**config.mk**
```make
export PLATFORM = sky130hd
export DESIGN_NAME = avsdpll_lock_det
export DESIGN_NICKNAME = d
export VERILOG_FILES = /design/src/rtl/avsdpll_pkg.sv /design/src/rtl/avsdpll_ref_sync.sv /design/src/rtl/avsdpll_lock_det.sv
export SDC_FILE = /design/constraint.sdc
export NUM_CORES = 1
export LEC_CHECK = 0
export CAP_MARGIN = 10
export CORE_MARGIN = 5
export CORE_UTILIZATION = 60
export DETAILED_ROUTE_END_ITERATION = 16
export HOLD_SLACK_MARGIN = 0.12
export PLACE_DENSITY_LB_ADDON = 0.05
export SETUP_SLACK_MARGIN = 0.1
export SLEW_MARGIN = 25
export SYNTH_ARGS = -nofsm -noshare
export SYNTH_HDL_FRONTEND = slang
export SYNTH_HIERARCHICAL = 1
export SYNTH_SLANG_ARGS = --single-unit
```
**constraint.sdc**
```tcl
create_clock -name CLK -period 6 [get_ports CLK]
set_clock_uncertainty 0.2 [all_clocks]
set_input_delay 0.9 -clock CLK [delete_from_list [all_inputs] [get_ports CLK]]
set_output_delay 0.9 -clock CLK [all_outputs]
set_load 0.02 [all_outputs]
```
**src/rtl/avsdpll_pkg.sv**
```systemverilog
// avsdpll_pkg
//   Shared definitions for the PLL lock detector: detector state encoding and
//   default values for the detector parameters.
package avsdpll_pkg;

  typedef enum logic [1:0] {
    IDLE   = 2'd0,
    ACQ    = 2'd1,
    LOCKED = 2'd2
  } lock_state_t;

  localparam int DEF_MULT       = 8;
  localparam int DEF_TOL        = 0;
  localparam int DEF_LOCK_CNT   = 4;
  localparam int DEF_UNLOCK_CNT = 2;
  localparam int DEF_CNT_W      = 8;

endpackage

```
**src/rtl/avsdpll_ref_sync.sv**
```systemverilog
// avsdpll_ref_sync
//   Brings the asynchronous reference clock into the CLK domain and produces a
//   one-cycle pulse for each rising edge of REF.
// Ports:
//   CLK      in   PLL output clock (rising edge)
//   RSTb     in   asynchronous active-low reset
//   REF      in   reference clock, asynchronous to CLK
//   ref_rise out  one-cycle pulse, 2-3 CLK edges after a REF rising edge
module avsdpll_ref_sync (
  input  logic CLK,
  input  logic RSTb,
  input  logic REF,
  output logic ref_rise
);

  logic sync1_reg;
  logic sync2_reg;
  logic dly_reg;

  always_ff @(posedge CLK or negedge RSTb) begin
    if (!RSTb) begin
      sync1_reg <= 1'b0;
      sync2_reg <= 1'b0;
      dly_reg   <= 1'b0;
    end else begin
      sync1_reg <= REF;
      sync2_reg <= sync1_reg;
      dly_reg   <= sync2_reg;
    end
  end

  // Driven only by flops, so the pulse is glitch-free in the CLK domain.
  assign ref_rise = sync2_reg & ~dly_reg;

endmodule

```
**src/rtl/avsdpll_lock_det.sv**
```systemverilog
// avsdpll_lock_det
//   PLL lock detector. Counts CLK cycles per REF period and declares lock after
//   LOCK_CNT consecutive periods within TOL of MULT; drops lock after
//   UNLOCK_CNT consecutive bad periods or when REF stops toggling.
// Optional feature: define AVSDPLL_LOCKDET_STICKY_EN to add the sticky
//   loss-of-lock flag (LOL_STICKY output, LOL_CLR input).
// Ports:
//   CLK         in   PLL output clock, all logic on its rising edge
//   RSTb        in   asynchronous active-low reset
//   REF         in   reference clock, asynchronous to CLK
//   EN          in   detector enable; low holds the detector idle
//   LOCK        out  lock indication
//   REF_LOST    out  no REF edge within 2^CNT_W-1 CLK cycles
//   PERIOD_CNT  out  last measured CLK cycles per REF period
//   LOL_STICKY  out  (sticky build) set on any loss of lock
//   LOL_CLR     in   (sticky build) clears LOL_STICKY
module avsdpll_lock_det
  import avsdpll_pkg::*;
#(
  parameter int MULT       = DEF_MULT,
  parameter int TOL        = DEF_TOL,
  parameter int LOCK_CNT   = DEF_LOCK_CNT,
  parameter int UNLOCK_CNT = DEF_UNLOCK_CNT,
  parameter int CNT_W      = DEF_CNT_W
) (
  input  logic             CLK,
  input  logic             RSTb,
  input  logic             REF,
  input  logic             EN,
  output logic             LOCK,
  output logic             REF_LOST,
  output logic [CNT_W-1:0] PERIOD_CNT
`ifdef AVSDPLL_LOCKDET_STICKY_EN
  ,
  output logic             LOL_STICKY,
  input  logic             LOL_CLR
`endif
);

  localparam logic [CNT_W-1:0] CNT_MAX = {CNT_W{1'b1}};
  localparam logic [CNT_W-1:0] CNT_PRE = CNT_MAX - CNT_W'(1);
  // Acceptance window, clamped at zero so a large TOL cannot wrap.
  localparam int LO_BOUND = (MULT > TOL) ? (MULT - TOL) : 0;
  localparam int HI_BOUND = MULT + TOL;
  localparam int GW = (LOCK_CNT > 1) ? $clog2(LOCK_CNT + 1) : 1;
  localparam int BW = (UNLOCK_CNT > 1) ? $clog2(UNLOCK_CNT + 1) : 1;

  logic ref_rise;

  avsdpll_ref_sync u_ref_sync (
    .CLK     (CLK),
    .RSTb    (RSTb),
    .REF     (REF),
    .ref_rise(ref_rise)
  );

  lock_state_t      state_reg, state_next;
  logic [CNT_W-1:0] cnt_reg, cnt_next;
  logic [CNT_W-1:0] period_reg, period_next;
  logic [GW-1:0]    good_cnt_reg, good_cnt_next;
  logic [BW-1:0]    bad_cnt_reg, bad_cnt_next;
  logic             lock_reg, lock_next;
  logic             ref_lost_reg, ref_lost_next;
  logic [CNT_W-1:0] period_new;
  logic             period_good;
  logic             lock_loss;

  // A rise on the saturation cycle records the saturated value rather than
  // wrapping to zero, so it is judged as a (long) bad period.
  assign period_new  = (cnt_reg == CNT_MAX) ? CNT_MAX : cnt_reg + CNT_W'(1);
  assign period_good = (32'(period_new) >= LO_BOUND) && (32'(period_new) <= HI_BOUND);

  always_ff @(posedge CLK or negedge RSTb) begin
    if (!RSTb) begin
      state_reg    <= IDLE;
      cnt_reg      <= '0;
      period_reg   <= '0;
      good_cnt_reg <= '0;
      bad_cnt_reg  <= '0;
      lock_reg     <= 1'b0;
      ref_lost_reg <= 1'b0;
    end else begin
      state_reg    <= state_next;
      cnt_reg      <= cnt_next;
      period_reg   <= period_next;
      good_cnt_reg <= good_cnt_next;
      bad_cnt_reg  <= bad_cnt_next;
      lock_reg     <= lock_next;
      ref_lost_reg <= ref_lost_next;
    end
  end

  always_comb begin
    state_next    = state_reg;
    cnt_next      = cnt_reg;
    period_next   = period_reg;
    good_cnt_next = good_cnt_reg;
    bad_cnt_next  = bad_cnt_reg;
    lock_next     = lock_reg;
    ref_lost_next = ref_lost_reg;

    if (!EN) begin
      state_next    = IDLE;
      cnt_next      = '0;
      good_cnt_next = '0;
      bad_cnt_next  = '0;
      lock_next     = 1'b0;
      ref_lost_next = 1'b0;
    end else if (ref_rise) begin
      cnt_next      = '0;
      period_next   = period_new;
      ref_lost_next = 1'b0;
      case (state_reg)
        IDLE: state_next = ACQ;   // first period has an unknown start; skip it
        ACQ: begin
          if (!period_good) begin
            good_cnt_next = '0;
          end else if (good_cnt_reg == GW'(LOCK_CNT - 1)) begin
            state_next    = LOCKED;
            good_cnt_next = '0;
            lock_next     = 1'b1;
          end else begin
            good_cnt_next = good_cnt_reg + GW'(1);
          end
        end
        LOCKED: begin
          if (period_good) begin
            bad_cnt_next = '0;
          end else if (bad_cnt_reg == BW'(UNLOCK_CNT - 1)) begin
            state_next   = ACQ;
            bad_cnt_next = '0;
            lock_next    = 1'b0;
          end else begin
            bad_cnt_next = bad_cnt_reg + BW'(1);
          end
        end
        default: state_next = IDLE;
      endcase
    end else if (cnt_reg == CNT_PRE) begin
      // Saturation edge: REF has gone quiet. cnt then parks at CNT_MAX, so the
      // timeout fires once per outage rather than repeating.
      cnt_next      = CNT_MAX;
      state_next    = IDLE;
      good_cnt_next = '0;
      bad_cnt_next  = '0;
      lock_next     = 1'b0;
      ref_lost_next = 1'b1;
    end else if (cnt_reg != CNT_MAX) begin
      cnt_next = cnt_reg + CNT_W'(1);
    end
  end

  assign lock_loss = (state_reg == LOCKED) && (state_next != LOCKED);

`ifdef AVSDPLL_LOCKDET_STICKY_EN
  logic sticky_reg;

  // Set has priority over clear so a loss coinciding with LOL_CLR is kept.
  always_ff @(posedge CLK or negedge RSTb) begin
    if (!RSTb) begin
      sticky_reg <= 1'b0;
    end else if (lock_loss) begin
      sticky_reg <= 1'b1;
    end else if (LOL_CLR) begin
      sticky_reg <= 1'b0;
    end
  end

  assign LOL_STICKY = sticky_reg;
`else
  logic unused_lock_loss;
  assign unused_lock_loss = lock_loss;
`endif

  assign LOCK       = lock_reg;
  assign REF_LOST   = ref_lost_reg;
  assign PERIOD_CNT = period_reg;

endmodule

```
==> run_results.csv <==
group,metric,value,unit
outcome,status,"completed",
global_routing,track_usage,0.1831,
clock_network,path_clk_slew,150,ps
placement,placement.cell_area,1623,um2
global_routing,global_route_wire_length_before_repair,5030,um
final_layout,layout.cell_area.non_filler,1645,um2
drt,route.vias.total,1102,
yosys,yosys_warnings,6,
clock_network,post_cts.resized_instances,0,
die,io-pin-count,14,
timing,slew_headroom,0.6685,
drt,postRouteAntennaNets,0,
global_routing,globalRouteOverflowTotal,0,
worst_hold_path,timing.hold.worst_path_depth,0,
die,die-area,3573,um2
critical_path,worst_path_largest_cell_delay,460,ps
power_and_ir_drop,leakage,0.6961,nW
critical_path,crit-reg2reg-capture,"state_reg[1]",
clock_network,htreeDepth,1,
placement,gp_congestion,0.7994,
critical_path,crit_path_top_delay_cell,"clkdlybuf4s50_1",
timing,setup_repair_after_global_routing_missed_its_margin,"false",
die,coreArea,2432,um2
timing,fin_crit_sh,0.4369,
drt,drc,0,
final_layout,antenna_cells_inserted,0,
timing,finalHoldViolations,0,
yosys,synth_edf_count,0,
yosys,cells_after_synth,149,
final_layout,layout_common_cells,"dfrtp_1 (28), nor2_1 (21), nand2_1 (14)",
power_and_ir_drop,vdd_drop_max,0.1408,mV
yosys,synth.yosys.seq_area_share,0.4714,
power_and_ir_drop,power.share.clock,0.224,
critical_path,reg2reg_setup_slack,3650,ps
drt,viasPerCell,5.770,
critical_path,critical_path.startpoint_type,"input port",
critical_path,r2r.worst_path.cells,7,
critical_path,worst-path-buf-inv,1,
final_layout,most_frequent_standard_cell_in_the_layout_excluding_fill_and_tap_cells,"dfrtp_1",
critical_path,setup.worst_path.class,"input port to flip-flop",
die,initial_utilization,0.6111,
yosys,yosysUniqueCellTypes,44,
critical_path,worstSetupEndpointType,"flip-flop",
drt,dr.pass1.iters,4,
critical_path,path_delay_family,"simple AND/OR/NAND/NOR gates",
power_and_ir_drop,power.internal,0.0002485,W
die,rows,18,
yosys,synth_fp_nets,160,
yosys,ys_seq_elements,28,
clock_network,clock_insertion_delay_worst_skew,320,ps
clock_network,clock_tree_from_tritoncts,"yes",
drt,routed_wl,2775,um
power_and_ir_drop,share_seq_of_total_power,0.605,
yosys,syn-mean-instance-area,9.976,um2
clock_network,numCtsBuffers,3,
critical_path,timing.rr.start,"cnt_reg[0]",
final_layout,layout-drive-gt1-share,0.1180,
timing,worst_margin_pin_slew,497.2,ps
power_and_ir_drop,switchingPower,0.00009233,W
critical_path,path_cells,"clkdlybuf4s50_1, and2_1, nand2_1, a21oi_1, or2_1, a211oi_2, mux2i_1",
placement,dp_hpwl,2048,um
worst_hold_path,timing.hold.worst_endpoint,"u_ref_sync/sync2_reg",
yosys,netlist_area,1486,um2
final_layout,nets,174,
worst_hold_path,timing.hold.worst.class,"flip-flop to flip-flop",
drt,drt-initial-drc-count,37,
yosys,asyncSetResetFlopFracSynth,1.000,
worst_hold_path,holdCritStartpoint,"u_ref_sync/sync1_reg",
final_layout,flow.area_growth_from_synthesis,10.69,%
power_and_ir_drop,switching_share,0.2709,
clock_network,cts.path.max_buffers,2,
critical_path,timing.critical_path.required,6060,ps
flow_run,max_cap_violations,0,
placement,post-place-cells,188,
global_routing,grt_start_max_net_pins,29,
yosys,synthFlopType,"dfrtp_1",
placement,buffer_ports.inserted,13,
timing,post-route-min-period,2621,ps
die,die_w,59.78,um
clock_network,clock-sinks,28,
clock_network,postCtsSetupRepairBufs,0,
timing,final_setup_violations,0,
critical_path,crit_fanout,16,
drt,drt-wirelength-per-cell,14.53,um
die,dieHeight,59.78,um
clock_network,hold_fix_buffers_cts,0,
timing,setup_tns,0,ps
timing,maxSlewViolCount,0,
global_routing,number_of_antenna_violations_at_the_first_check_in_global_routing,0,
power_and_ir_drop,comb_power_share,0.171,
power_and_ir_drop,power.density_cell_area,207.2,nW/um2
final_layout,final_cells,191,
timing,clock.fmax,381.5,MHz
clock_network,clk_root_buffer_cell,"clkbuf_4",
timing,hold_ws,178.6,ps
critical_path,critical_path_arrival,2680,ps
global_routing,first_global_vias,1128,
-- worst register-to-register path, delay by kind of cell, from the launching register on --
kind	cells	cell delay (ps)
adder cells (fa/ha/maj)	1	270
AND/OR/NAND/NOR	2	430
AO/OA/AOI/OAI	3	690
multiplexers	1	230
flip-flops	1	480
-- power groups by stage --
stage                     Combinational (W)  Sequential [W]   Clock, W
after floorplan                   0.0000252        0.000217          0
after global placement            0.0000577        0.000209          0
after detailed placement          0.0000585        0.000210          0
after CTS                         0.0000589        0.000206  0.0000781
after global routing              0.0000640        0.000208  0.0000853
final                             0.0000582        0.000206  0.0000764
-- cell usage after synthesis (3+ instances only) --
cell,instances,area share
a21oi_1,7,0.024
a31oi_1,5,0.021
clkbuf_1,3,0.0076
dfrtp_1,28,0.47
ha_1,7,0.059
inv_1,7,0.018
nand2_1,14,0.035
nor2_1,21,0.053
o21ai_0,8,0.027
xnor2_1,6,0.035
-- metal layers --
layer,part of all wire,vias to the layer above,global-route usage
li1,-,543,-
met4,0.0090,0,0.06013
met1,0.49,536,0.2552
met5,0,-,0
met2,0.47,19,0.2978
met3,0.031,4,0.01944
-- area by class of cell --
| class | instances | area (um2) |
|---|---|---|
| multi-input cells | 109 | 720.7 |
| fillers | 199 | 787.0 |
| well taps | 30 | 37.54 |
| inverters | 7 | 26.28 |
| repair buffers | 14 | 137.6 |
| clock buffers | 3 | 22.52 |
| flip-flops and latches | 28 | 700.7 |
-- cell families (layout without fill, tap and decap cells) --
family,after synthesis,in the layout,share of synthesized area
buf+inv,12,24,0.04378
xor+xnor,7,7,0.04125
simple gates,58,58,0.2130
flops,28,28,0.4714
fa+ha+maj,7,7,0.05892
compound gates,36,36,0.1650
mux,1,1,0.006734
-- stage by stage --
step	total power [W]	util	setup WS (ps)
3_5_place_dp	0.0002686	0.6672	3033
4_1_cts	0.0003435	0.6764	3382
5_1_grt	0.0003574	0.6764	3246
3_3_place_gp	0.0002672	0.6672	3141
2_1_floorplan	0.0002425	-	3744
6_report	0.0003409	0.6764	3379
-- worst max path at each step --
stage	slack, ps	end	depth (start not counted)	start
2_1_floorplan	3740	LOCK	7	EN
3_3_place_gp	3140	state_reg[1]	7	EN
3_5_place_dp	3030	state_reg[1]	7	EN
4_1_cts	3380	state_reg[1]	7	EN
5_1_grt	3250	state_reg[1]	7	EN
6_report	3380	state_reg[1]	7	EN
Power figures use the tool's default switching activity.
